<file path="src/rtl/pipelined_parallel_adder.sv">
// Add/subtract of two WIDTH-bit operands with the carry chain cut into STAGES registered chunks.
// One operation per cycle under a valid/ready handshake; carry/borrow-out and signed overflow.
module pipelined_parallel_adder #(
  parameter int unsigned WIDTH  = 16,
  parameter int unsigned STAGES = 4
) (
  input  logic             clk,
  input  logic             rst_n,
  input  logic             in_valid,
  output logic             in_ready,
  input  logic [WIDTH-1:0] x,
  input  logic [WIDTH-1:0] y,
  input  logic             cin,
  input  logic             sub,
  output logic             out_valid,
  input  logic             out_ready,
  output logic [WIDTH-1:0] out,
  output logic             cout,
  output logic             ovf
);

  localparam int unsigned CW  = WIDTH / STAGES;
  localparam int unsigned MSB = WIDTH - 1;

  logic [WIDTH-1:0] y_cond;
  logic             c0;
  logic             en;

  // Per-stage state: x_q/y_q carry the not-yet-summed upper chunks (y already conditioned),
  // sum_q accumulates the finished lower chunks so every chunk of one op leaves together.
  logic [WIDTH-1:0] x_q     [STAGES];
  logic [WIDTH-1:0] y_q     [STAGES];
  logic [WIDTH-1:0] sum_q   [STAGES];
  logic             carry_q [STAGES];
  logic             sub_q   [STAGES];
  logic             valid_q [STAGES];

  logic [CW:0]      part    [STAGES];

  always_comb begin
    y_cond  = sub ? ~y : y;
    c0      = sub ? ~cin : cin;
    part[0] = {1'b0, x[CW-1:0]} + {1'b0, y_cond[CW-1:0]} + {{CW{1'b0}}, c0};
    for (int k = 1; k < STAGES; k++) begin
      part[k] = {1'b0, x_q[k-1][k*CW +: CW]} + {1'b0, y_q[k-1][k*CW +: CW]}
              + {{CW{1'b0}}, carry_q[k-1]};
    end
  end

  always_ff @(posedge clk or negedge rst_n) begin
    if (!rst_n) begin
      for (int k = 0; k < STAGES; k++) begin
        x_q[k]     <= '0;
        y_q[k]     <= '0;
        sum_q[k]   <= '0;
        carry_q[k] <= 1'b0;
        sub_q[k]   <= 1'b0;
        valid_q[k] <= 1'b0;
      end
    end else if (en) begin
      valid_q[0] <= in_valid;
      // Data only loads behind a valid op, so the output holds its last result through bubbles.
      if (in_valid) begin
        x_q[0]     <= x;
        y_q[0]     <= y_cond;
        sub_q[0]   <= sub;
        carry_q[0] <= part[0][CW];
        sum_q[0]   <= WIDTH'(part[0][CW-1:0]);
      end
      for (int k = 1; k < STAGES; k++) begin
        valid_q[k] <= valid_q[k-1];
        if (valid_q[k-1]) begin
          x_q[k]                 <= x_q[k-1];
          y_q[k]                 <= y_q[k-1];
          sub_q[k]               <= sub_q[k-1];
          carry_q[k]             <= part[k][CW];
          sum_q[k]               <= sum_q[k-1];
          sum_q[k][k*CW +: CW]   <= part[k][CW-1:0];
        end
      end
    end
  end

  assign out_valid = valid_q[STAGES-1];
  assign out       = sum_q[STAGES-1];
  assign cout      = sub_q[STAGES-1] ^ carry_q[STAGES-1];
  assign ovf       = (x_q[STAGES-1][MSB] == y_q[STAGES-1][MSB]) &&
                     (out[MSB] != x_q[STAGES-1][MSB]);
  assign en        = out_ready || !out_valid;
  assign in_ready  = en;

endmodule
</file>
<file path="config.mk">
export PLATFORM = sky130hd
export DESIGN_NAME = pipelined_parallel_adder
export DESIGN_NICKNAME = d
export VERILOG_FILES = /design/src/rtl/pipelined_parallel_adder.sv
export SDC_FILE = /design/constraint.sdc
export NUM_CORES = 1
export LEC_CHECK = 0
export ABC_CLOCK_PERIOD_IN_PS = 3500
export CORE_ASPECT_RATIO = 1.2
export CORE_UTILIZATION = 55
export CTS_CLUSTER_DIAMETER = 40
export DETAILED_ROUTE_END_ITERATION = 6
export PLACE_DENSITY = 0.89
export SYNTH_ARGS = -nofsm -noshare
export SYNTH_HDL_FRONTEND = slang
export SYNTH_SLANG_ARGS = --single-unit
</file>
<file path="constraint.sdc">
create_clock -name clk -period 3.5 [get_ports clk]
set_input_delay 0.35 -clock clk [delete_from_list [all_inputs] [get_ports clk]]
set_output_delay 0.35 -clock clk [all_outputs]
set_load 0.01 [all_outputs]
</file>
==> results.json, run 1 <==
{
  "status": "finished clean",
  "critical_path_arrival_ps": 2630,
  "hpwl_um": 6440,
  "syn_nets": 412,
  "synth_top_area_share_pct": 52.5,
  "required_ps": 3740,
  "pin_count": 58,
  "clockBufferDepth": 2,
  "synth_ff_type": "dfrtp_1",
  "die_area_um2": 9230,
  "synth_edf_count": 0,
  "path_cells": "clkdlybuf4s50_1, xor2_1, fa_1, fa_1, a21o_1, a2111oi_0, a21oi_1",
  "synth_fa_ha_area_share_pct": 6.38,
  "ant_nets": 0,
  "start_util_pct": 56.8,
  "setup_violations": 0,
  "cts_tree": "yes",
  "synthMuxAreaShare_pct": 19.6,
  "cts_buffers": 9,
  "min_path_type": "input port to async pin",
  "fin_setup_tns_ps": 0,
  "htreeDepth": 3,
  "drive_gt1_share_pct": 23.6,
  "p_sw_mw": 1.63,
  "drc": 0,
  "maxCapViolCount": 0,
  "holdBufCountCts": 1,
  "final_max_slew_viol_count": 0,
  "dr.pass1.iters": 4,
  "crit_buf_inv": 1,
  "core_area_um2": 8560,
  "rows": 37,
  "postPlaceCellArea_um2": 5380,
  "finClkSkew_ps": 10.8,
  "worstMarginPinSlew_ps": 589,
  "synth_sequential_area_ratio_pct": 52.5,
  "grt-ovfl-total": 0,
  "antenna_found_initial": 0,
  "die_w_um": 87.9,
  "power_mw": 4.93,
  "cp-start-kind": "input port",
  "cp_slowest_cell": "clkdlybuf4s50_1",
  "area_growth_pct": 14.8,
  "peakVddDrop_mv": 0.342,
  "syn_area_um2": 4870,
  "crit_type": "input port to flip-flop",
  "ys_ff_latch": 102,
  "grt_max_degree": 39,
  "slowest_delay_ps": 510,
  "vias_per_cell": 5.46,
  "n_antenna_cell": 0,
  "io_buffers": 57,
  "cts_sinks": 102,
  "die_h_um": 105,
  "clockRootBuffer": "clkbuf_8",
  "cts-resized-gates": 0,
  "leakage_nw": 2.55,
  "endpoint_kind": "flip-flop",
  "cp_top_family": "adder cells",
  "cp_max_fo": 3,
  "design_area_um2": 5590,
  "whs_ps": 475,
  "syn_area_per_cell_um2": 13.7,
  "nets": 455,
  "drtIter0Drc": 140,
  "yosys_warnings": 0,
  "yosys-top-cells-area": "dfrtp_1 (52%), mux2_4 (15%), o21ai_0 (4.9%)",
  "p_per_area_nw_per_um2": 883,
  "cts.clk_slew.worst_paths_ps": 90,
  "postCtsSetupRepairBufs": 0,
  "max_freq_mhz": 418,
  "synth_top_family_by_area": "multiplexers",
  "p_int_mw": 3.30,
  "vias": 2836,
  "synth_async_sr_flop_share_pct": 100,
  "grt.total_usage_pct": 21.8,
  "swShare_pct": 33.1,
  "post_drt_wl_per_cell_um": 17.2,
  "grt_pass1_vias": 3092,
  "yosys.area.top_type": "dfrtp_1",
  "hold_viol_final": 0,
  "pwr-share-comb_pct": 42.9,
  "synth_compound_area_share_pct": 8.02,
  "min_period_ps": 2390,
  "synth-simple-area-share_pct": 3.50,
  "netlist-cell-type-count": 35,
  "synth.most_common_cell": "dfrtp_1",
  "finalWeightedCongestion": 0.794,
  "fin_crit_sh_pct": 68.3,
  "relSlewSlack_pct": 60.6,
  "grt_pass1_wl_um": 15200,
  "clk_latency_ps": 360,
  "synth-xor-area-share_pct": 3.96,
  "syn_inst": 354,
  "p_seq_share_pct": 42.2,
  "cpMostUsedCell": "fa_1",
  "rsz0062_at_grt": "false",
  "yosys-top-cells-count": "dfrtp_1 (102), o21ai_0 (48), mux2_4 (47), mux2_2 (20), buf_4 (18)",
  "p_clk_share_pct": 15.0,
  "drt_wl_total_um": 8910
}
[placed cells by master (no fill, tap or decap), drive strengths merged]
master         Yosys  layout
dfrtp            102     102
mux2              69      69
clkdlybuf4s50      0      56
o21ai             49      49
inv               13      14
xnor2             12      12
ha                12      12
clkbuf             3      11
xor2              10      10
a21oi             10      10
fa                 8       8
nand3              7       7
nand2              7       7
buf               28       6
a21boi             4       4
and3b              3       3
o31ai              3       3
nor2b              3       3
a21o               2       2
a2111oi            2       2
nor3               2       2
clkinv             0       2
nor2               2       2
nand3b             1       1
and3               1       1
a311o              1       1
clkinvlp           0       1
bufinv             0       1
dlygate4sd3        0       1
[flip-flops by register name, indices dropped and copies added (netlist names)]
signal     count
sub_q          4
carry_q        4
out_valid      1
y_q           25
valid_q        3
out           16
sum_q         24
x_q           25
[layout make-up]
type / instances / area, µm²
Tap cell: 117 / 146
Multi-Input combinational cell: 208 / 2020
Clock inverter: 5 / 56.3
Clock buffer: 11 / 141
Inverter: 13 / 56.3
Timing Repair Buffer: 63 / 616
Sequential cell: 102 / 2550
Fill cell: 619 / 2980
[metal layers]
layer,vias up,global-route usage [%],share of wire (%)
met5,-,0,0
met4,0,9.48,2.2
met3,17,3.63,3.8
met2,97,36.1,52
met1,1413,27.8,42
li1,1309,-,-
[power groups by stage]
stage | clock network [mW] | logic, mW | registers, mW
3_3_place_gp | 0 | 1.95 | 2.05
3_5_place_dp | 0 | 2.09 | 2.10
2_1_floorplan | 0 | 1.70 | 1.96
4_1_cts | 0.748 | 2.12 | 2.08
5_1_grt | 0.789 | 2.31 | 2.14
6_report | 0.738 | 2.11 | 2.08
[worst reg2reg max path: cells and delay by family, from the launching register on]
kind,cells,cell delay [ps]
DFF,1,430
adders and majority gates,2,890
AOI/OAI and AO/OA,3,460
[final timing paths]
| kind | from | to | slack, ps | depth (start not counted) |
|---|---|---|---|---|
| worst max-delay path | sub | carry_q[3]$_DFFE_PN0P_ | 1110 | 7 |
| worst min-delay path | rst_n | sum_q[18]$_DFFE_PN0P_ | 480 | 2 |
| worst max register to register | x_q[28]$_DFFE_PN0P_ | carry_q[0]$_DFFE_PN0P_ | 1570 | 5 |
| worst min register to register | out[13]$_DFFE_PN0P_ | out[13]$_DFFE_PN0P_ | 510 | 1 |
| max in group asynchronous | rst_n | y_q[30]$_DFFE_PN0P_ | 2200 | 3 |
| min in group clk | out[13]$_DFFE_PN0P_ | out[13]$_DFFE_PN0P_ | 510 | 1 |
[metrics by stage]
stage | std cells | util (%) | setup slack, ps
floorplan | 354 | - | 1040
global route | 519 | 65.2 | 976
detailed placement | 502 | 62.8 | 707
CTS | 519 | 65.2 | 1100
global placement | 502 | 62.8 | 810
finish | 519 | 65.2 | 1110
[cells by family after synthesis]
logic type / after synthesis
adders and majority gates: 20
and+or+nand+nor: 26
AOI/OAI and AO/OA: 71
DFF: 102
xor gates and xnor gates: 22
buffers and inverters: 44
muxes: 69
Power figures use the tool's default switching activity.
==> run 2: changes to the inputs <==
--- a/config.mk
+++ b/config.mk
@@ -5,7 +5,7 @@
 export SDC_FILE = /design/constraint.sdc
 export NUM_CORES = 1
 export LEC_CHECK = 0
-export ABC_CLOCK_PERIOD_IN_PS = 3500
+export ABC_CLOCK_PERIOD_IN_PS = 2300
 export CORE_ASPECT_RATIO = 1.2
 export CORE_UTILIZATION = 55
 export CTS_CLUSTER_DIAMETER = 40
==> constraint.sdc (replaced) <==
create_clock -name clk -period 2.3 [get_ports clk]
set_input_delay 0.23 -clock clk [delete_from_list [all_inputs] [get_ports clk]]
set_output_delay 0.23 -clock clk [all_outputs]
set_load 0.01 [all_outputs]
==> run 2 against run 1 <==
Net effect:
- global-route usage shrank 2.2 points
- combinational power increased by 50%
- cell area increased by 0.34%
- worst hold slack got worse by 62 ps
- via count fell by 3.1%
- non-clock buffer count increased by 3
- clock skew fell by 2.1 ps
- flip-flop and latch count stayed put
- routed wire length decreased by 8.9%
- worst setup slack got worse by 920 ps
- die area unchanged
==> results.json, run 2 (synthesis gave the netlist of run 1 again) <==
{
  "status": "finished clean",
  "core_area_um2": 8560,
  "clockRootBuffer": "clkbuf_8",
  "drive_gt1_share_pct": 24.7,
  "cp-start-kind": "input port",
  "startpoint": "y[0]",
  "nets": 458,
  "die_area_um2": 9230,
  "grt.total_usage_pct": 19.6,
  "multi_input_area_um2": 2020,
  "postPlaceCellArea_um2": 5410,
  "fillCellCount": 608,
  "cts_tree": "yes",
  "worstMarginPinSlew_ps": 625,
  "rows": 37,
  "die_w_um": 87.9,
  "setup_violations": 0,
  "n_antenna_cell": 0,
  "drt_wl_total_um": 8120,
  "postCtsSetupRepairBufs": 0,
  "wl_met1_um": 3530,
  "required_ps": 2540,
  "reg_top3": "x_q (25), y_q (25), sum_q (24)",
  "finalWeightedCongestion": 0.797,
  "cts_buffers": 9,
  "ant_nets": 0,
  "dr.pass1.iters": 4,
  "final_cell_mix": "dfrtp_1 (102), clkdlybuf4s50_1 (55), o21ai_0 (48)",
  "grt_pass1_wl_um": 13800,
  "finClkSkew_ps": 8.69,
  "clk_latency_ps": 360,
  "rsz0062_at_grt": "false",
  "fin_crit_sh_pct": 91.7,
  "hpwl_um": 6130,
  "vias": 2747,
  "relSlewSlack_pct": 58.3,
  "vias_per_cell": 5.26,
  "grt-ovfl-total": 0,
  "endpoint_kind": "flip-flop",
  "cts_sinks": 102,
  "min_period_ps": 2110,
  "rrSetupSlack_ps": 470,
  "start_util_pct": 56.8,
  "fin_util_pct": 65.4,
  "crit_type": "input port to flip-flop",
  "min_path_type": "input port to async pin",
  "drtIter0Drc": 129,
  "power_mw": 7.30,
  "seqCellArea_um2": 2550,
  "hold_viol_final": 0,
  "htreeDepth": 3,
  "leakage_nw": 2.55,
  "cp_max_fo": 2,
  "r2r-start": "x_q[28]$_DFFE_PN0P_",
  "cts.clk_slew.worst_paths_ps": 90,
  "design_area_um2": 5600,
  "pin_count": 58,
  "dr.max_layer_used": "met4",
  "fin_cells": 522,
  "post_drt_wl_per_cell_um": 15.6,
  "fin_setup_tns_ps": 0,
  "maxCapViolCount": 0,
  "area_growth_pct": 15.2,
  "clockBufferDepth": 2,
  "dr_wl_met3_um": 344,
  "drc": 0,
  "critical_path_arrival_ps": 2350,
  "final_max_slew_viol_count": 0,
  "io_buffers": 57,
  "die_h_um": 105,
  "wl_met2_um": 4000,
  "peakVddDrop_mv": 0.421,
  "p_per_area_nw_per_um2": 1300,
  "grt_max_degree": 52,
  "max_freq_mhz": 474,
  "final_common_cell": "dfrtp_1",
  "dp.cells": 505,
  "antenna_found_initial": 0,
  "grt_pass1_vias": 2841
}
==> run 2: per-stage QoR <==
step / setup slack, ps / hold slack, ps
after floorplan: 1.49 / -65.6
after global placement: -273 / 285
after detailed placement: -379 / 287
after CTS: 55.4 / 437
after global routing: 123 / 462
final: 192 / 414
==> run 2: timing repair <==
action / in CTS / in global routing
hold buffers: 1 / 0
gates resized for setup: 1 / 1
cloned: 0 / 0
hold endpoints to repair: 48 / 0
setup endpoints to repair: 1 / 1
==> run 2: worst paths after layout <==
path | end | cells past startpoint
setup / recovery | carry_q[3]$_DFFE_PN0P_ | 7
hold / removal | sum_q[20]$_DFFE_PN0P_ | 2
setup reg to reg | carry_q[0]$_DFFE_PN0P_ | 5
hold reg to reg | y_q[41]$_DFFE_PN0P_ | 1
max in group asynchronous | x_q[53]$_DFFE_PN0P_ | 3
min in group clk | x_q[52]$_DFFE_PN0P_ | 3
==> run 2: cell type report <==
cell class | count | area share, %
inverter | 13 | 1.00
clock buffer | 9 | 2.21
timing repair buffer | 66 | 11.7
sequential | 102 | 45.5
clock inverter | 7 | 0.871
tap | 117 | 2.61
multi-input combinational | 208 | 36.1
==> run 2: metal layers <==
| layer | GRT usage, % | vias to the layer above |
|---|---|---|
| met5 | 0 | - |
| met4 | 9.02 | 0 |
| met2 | 30.2 | 83 |
| li1 | - | 1309 |
| met3 | 4.03 | 21 |
| met1 | 26.5 | 1334 |
==> run 2: where the power goes <==
| group | switching, mW | internal (mW) |
|---|---|---|
| Sequential | 0.525 | 2.60 |
| Clock | 0.601 | 0.392 |
| Combinational | 1.27 | 1.90 |
| Total | 2.40 | 4.90 |
==> run 2: critical path: stages <==
cell and delay [ps]:
clkdlybuf4s50_1 410, xor2_1 160, fa_1 440, fa_1 420, a21o_1 210, a2111oi_2 390
a21oi_1 80
==> run 3: changes to the inputs <==
--- a/config.mk
+++ b/config.mk
@@ -5,12 +5,12 @@
 export SDC_FILE = /design/constraint.sdc
 export NUM_CORES = 1
 export LEC_CHECK = 0
-export ABC_CLOCK_PERIOD_IN_PS = 2300
+export ABC_CLOCK_PERIOD_IN_PS = 2500
 export CORE_ASPECT_RATIO = 1.2
 export CORE_UTILIZATION = 55
 export CTS_CLUSTER_DIAMETER = 40
 export DETAILED_ROUTE_END_ITERATION = 6
-export PLACE_DENSITY = 0.89
+export PLACE_DENSITY = 0.9
 export SYNTH_ARGS = -nofsm -noshare
 export SYNTH_HDL_FRONTEND = slang
 export SYNTH_SLANG_ARGS = --single-unit
==> constraint.sdc (replaced) <==
create_clock -name clk -period 2.5 [get_ports clk]
set_input_delay 0.25 -clock clk [delete_from_list [all_inputs] [get_ports clk]]
set_output_delay 0.25 -clock clk [all_outputs]
set_load 0.01 [all_outputs]
==> run 3 against run 2 <==
Net effect:
- non-clock buffer count down 3
- critical path depth unchanged
- via count up 2.8%
- cell area about the same
- global-route usage is 1.2 points higher
- combinational power fell by 8.2%
- register-to-register slack gained 100 ps
- largest power group unchanged
- clock power is 11% higher
- flip-flop and latch count unchanged
- routed wire length rose by 6.5%
==> results.json, run 3 (synthesis gave the netlist of run 1 again) <==
{
  "status": "finished clean",
  "fin_crit_sh_pct": 93.8,
  "area_growth_pct": 15.2,
  "required_ps": 2740,
  "rsz0062_at_grt": "false",
  "die_w_um": 87.9,
  "pin_count": 58,
  "drive_gt1_share_pct": 23.9,
  "final_max_slew_viol_count": 0,
  "maxCapViolCount": 0,
  "die_area_um2": 9230,
  "cts_tree": "yes",
  "core_area_um2": 8560,
  "dp.cells": 502,
  "htreeDepth": 3,
  "dr.pass1.iters": 4,
  "io_buffers": 57,
  "nets": 455,
  "r2r-start": "x_q[28]$_DFFE_PN0P_",
  "cp_max_fo": 3,
  "cts_buffers": 9,
  "start_util_pct": 56.8,
  "peakVddDrop_mv": 0.463,
  "grt.total_usage_pct": 20.8,
  "startpoint": "sub",
  "max_freq_mhz": 426,
  "rrSetupSlack_ps": 570,
  "clockBufferDepth": 2,
  "whs_ps": 406,
  "hold_viol_final": 0,
  "finalWeightedCongestion": 0.805,
  "reg_top3": "x_q (25), y_q (25), sum_q (24)",
  "ant_nets": 0,
  "vias": 2823,
  "grt_max_degree": 47,
  "min_period_ps": 2350,
  "finClkSkew_ps": 12.3,
  "cp_slowest_cell": "clkdlybuf4s50_1",
  "final_common_cell": "dfrtp_1",
  "relSlewSlack_pct": 59.9,
  "grt_pass1_wl_um": 14600,
  "rows": 37,
  "vias_per_cell": 5.44,
  "postPlaceCellArea_um2": 5380,
  "antenna_found_initial": 0,
  "clk_latency_ps": 370,
  "endpoint": "carry_q[3]$_DFFE_PN0P_",
  "min_path_type": "input port to async pin",
  "critical_path_arrival_ps": 2580,
  "grt_pass1_vias": 2935,
  "clockRootBuffer": "clkbuf_8",
  "grt-ovfl-total": 0,
  "worstMarginPinSlew_ps": 599,
  "design_area_um2": 5610,
  "crit_type": "input port to flip-flop",
  "leakage_nw": 2.56,
  "fin_setup_tns_ps": 0,
  "slowest_delay_ps": 500,
  "drc": 0,
  "r2r-end": "carry_q[0]$_DFFE_PN0P_",
  "n_antenna_cell": 0,
  "hpwl_um": 6290,
  "final_cell_mix": "dfrtp_1 (102), clkdlybuf4s50_1 (56), o21ai_0 (48)",
  "cts_sinks": 102,
  "setup_violations": 0,
  "fin_cells": 519,
  "endpoint_kind": "flip-flop",
  "path_cells": "clkdlybuf4s50_1, xor2_1, fa_1, fa_1, a21o_1, a2111oi_0, a21oi_1",
  "cpMostUsedCell": "fa_1",
  "drtIter0Drc": 178,
  "ff2ff_path_depth": 5,
  "cts.clk_slew.worst_paths_ps": 100,
  "fillCellCount": 590,
  "p_per_area_nw_per_um2": 1230,
  "post_drt_wl_per_cell_um": 16.7,
  "drt_wl_total_um": 8650,
  "cp-start-kind": "input port",
  "die_h_um": 105
}
==> run 3: cell count changes in the layout (fill, tap and decap cells not counted), sizes merged <==
cell / change
clkinvlp: -4
buf: -3
clkbuf: +3
bufinv: +1
clkdlybuf4s50: +1
dlymetal6s2s: -1
==> run 3: worst min-delay path by stage <==
stage	startpoint	end	slack, ps	cells after the start
after floorplan	rst_n	carry_q[0]$_DFFE_PN0P_	-50	0
after global placement	rst_n	out[3]$_DFFE_PN0P_	270	1
after detailed placement	rst_n	out[3]$_DFFE_PN0P_	280	1
after CTS	rst_n	out[3]$_DFFE_PN0P_	420	2
after global routing	rst_n	out[6]$_DFFE_PN0P_	470	2
final	rst_n	out[3]$_DFFE_PN0P_	410	2
==> run 3: per-layer routing <==
layer | wire length, µm | share of wire, % | vias to the layer above | track usage, %
li1 | - | - | 1298 | -
met5 | 0 | 0 | - | 0
met3 | 315 | 3.6 | 12 | 3.95
met1 | 3630 | 42 | 1440 | 27.3
met4 | 175 | 2.0 | 0 | 7.96
met2 | 4530 | 52 | 73 | 33.9
==> run 3: worst max-delay path: cells and delay by family <==
family,cells,cell delay [ps]
XOR/XNOR,1,220
adder cells (fa/ha/maj),2,870
buffers and inverters,1,500
AO/OA/AOI/OAI,3,750
==> run 3: power breakdown <==
group / switching (mW) / internal, mW
Combinational: 1.19 / 1.72
Clock: 0.555 / 0.549
Sequential: 0.506 / 2.40
Total: 2.25 / 4.67
==> run 3: what timing repair did <==
action | 4_1_cts | 5_1_grt
setup buffers | 0 | 0
resized for setup | 0 | 0
hold endpoints to repair | 43 | 0
hold buffers | 1 | 0
endpoints found under the setup margin | 0 | 0
==> run 3: through the flow <==
step                      worst slack [ps]  util, %  power, mW
after global routing                  42.8     65.4       7.32
after detailed placement              -210     62.8       5.83
after CTS                              183     65.4       6.95
after floorplan                        143        -       5.12
after global placement               -98.6     62.8       5.59
final                                  154     65.4       6.92
==> run 3: layout make-up <==
type                            count  area (µm²)  area share [%]
Tap cell                          117         146            2.61
Sequential cell                   102        2550            45.5
Clock inverter                      4        52.6           0.937
Inverter                           13        56.3            1.00
Multi-Input combinational cell    208        2020            36.0
Timing Repair Buffer               63         616            11.0
Clock buffer                       12         165            2.95
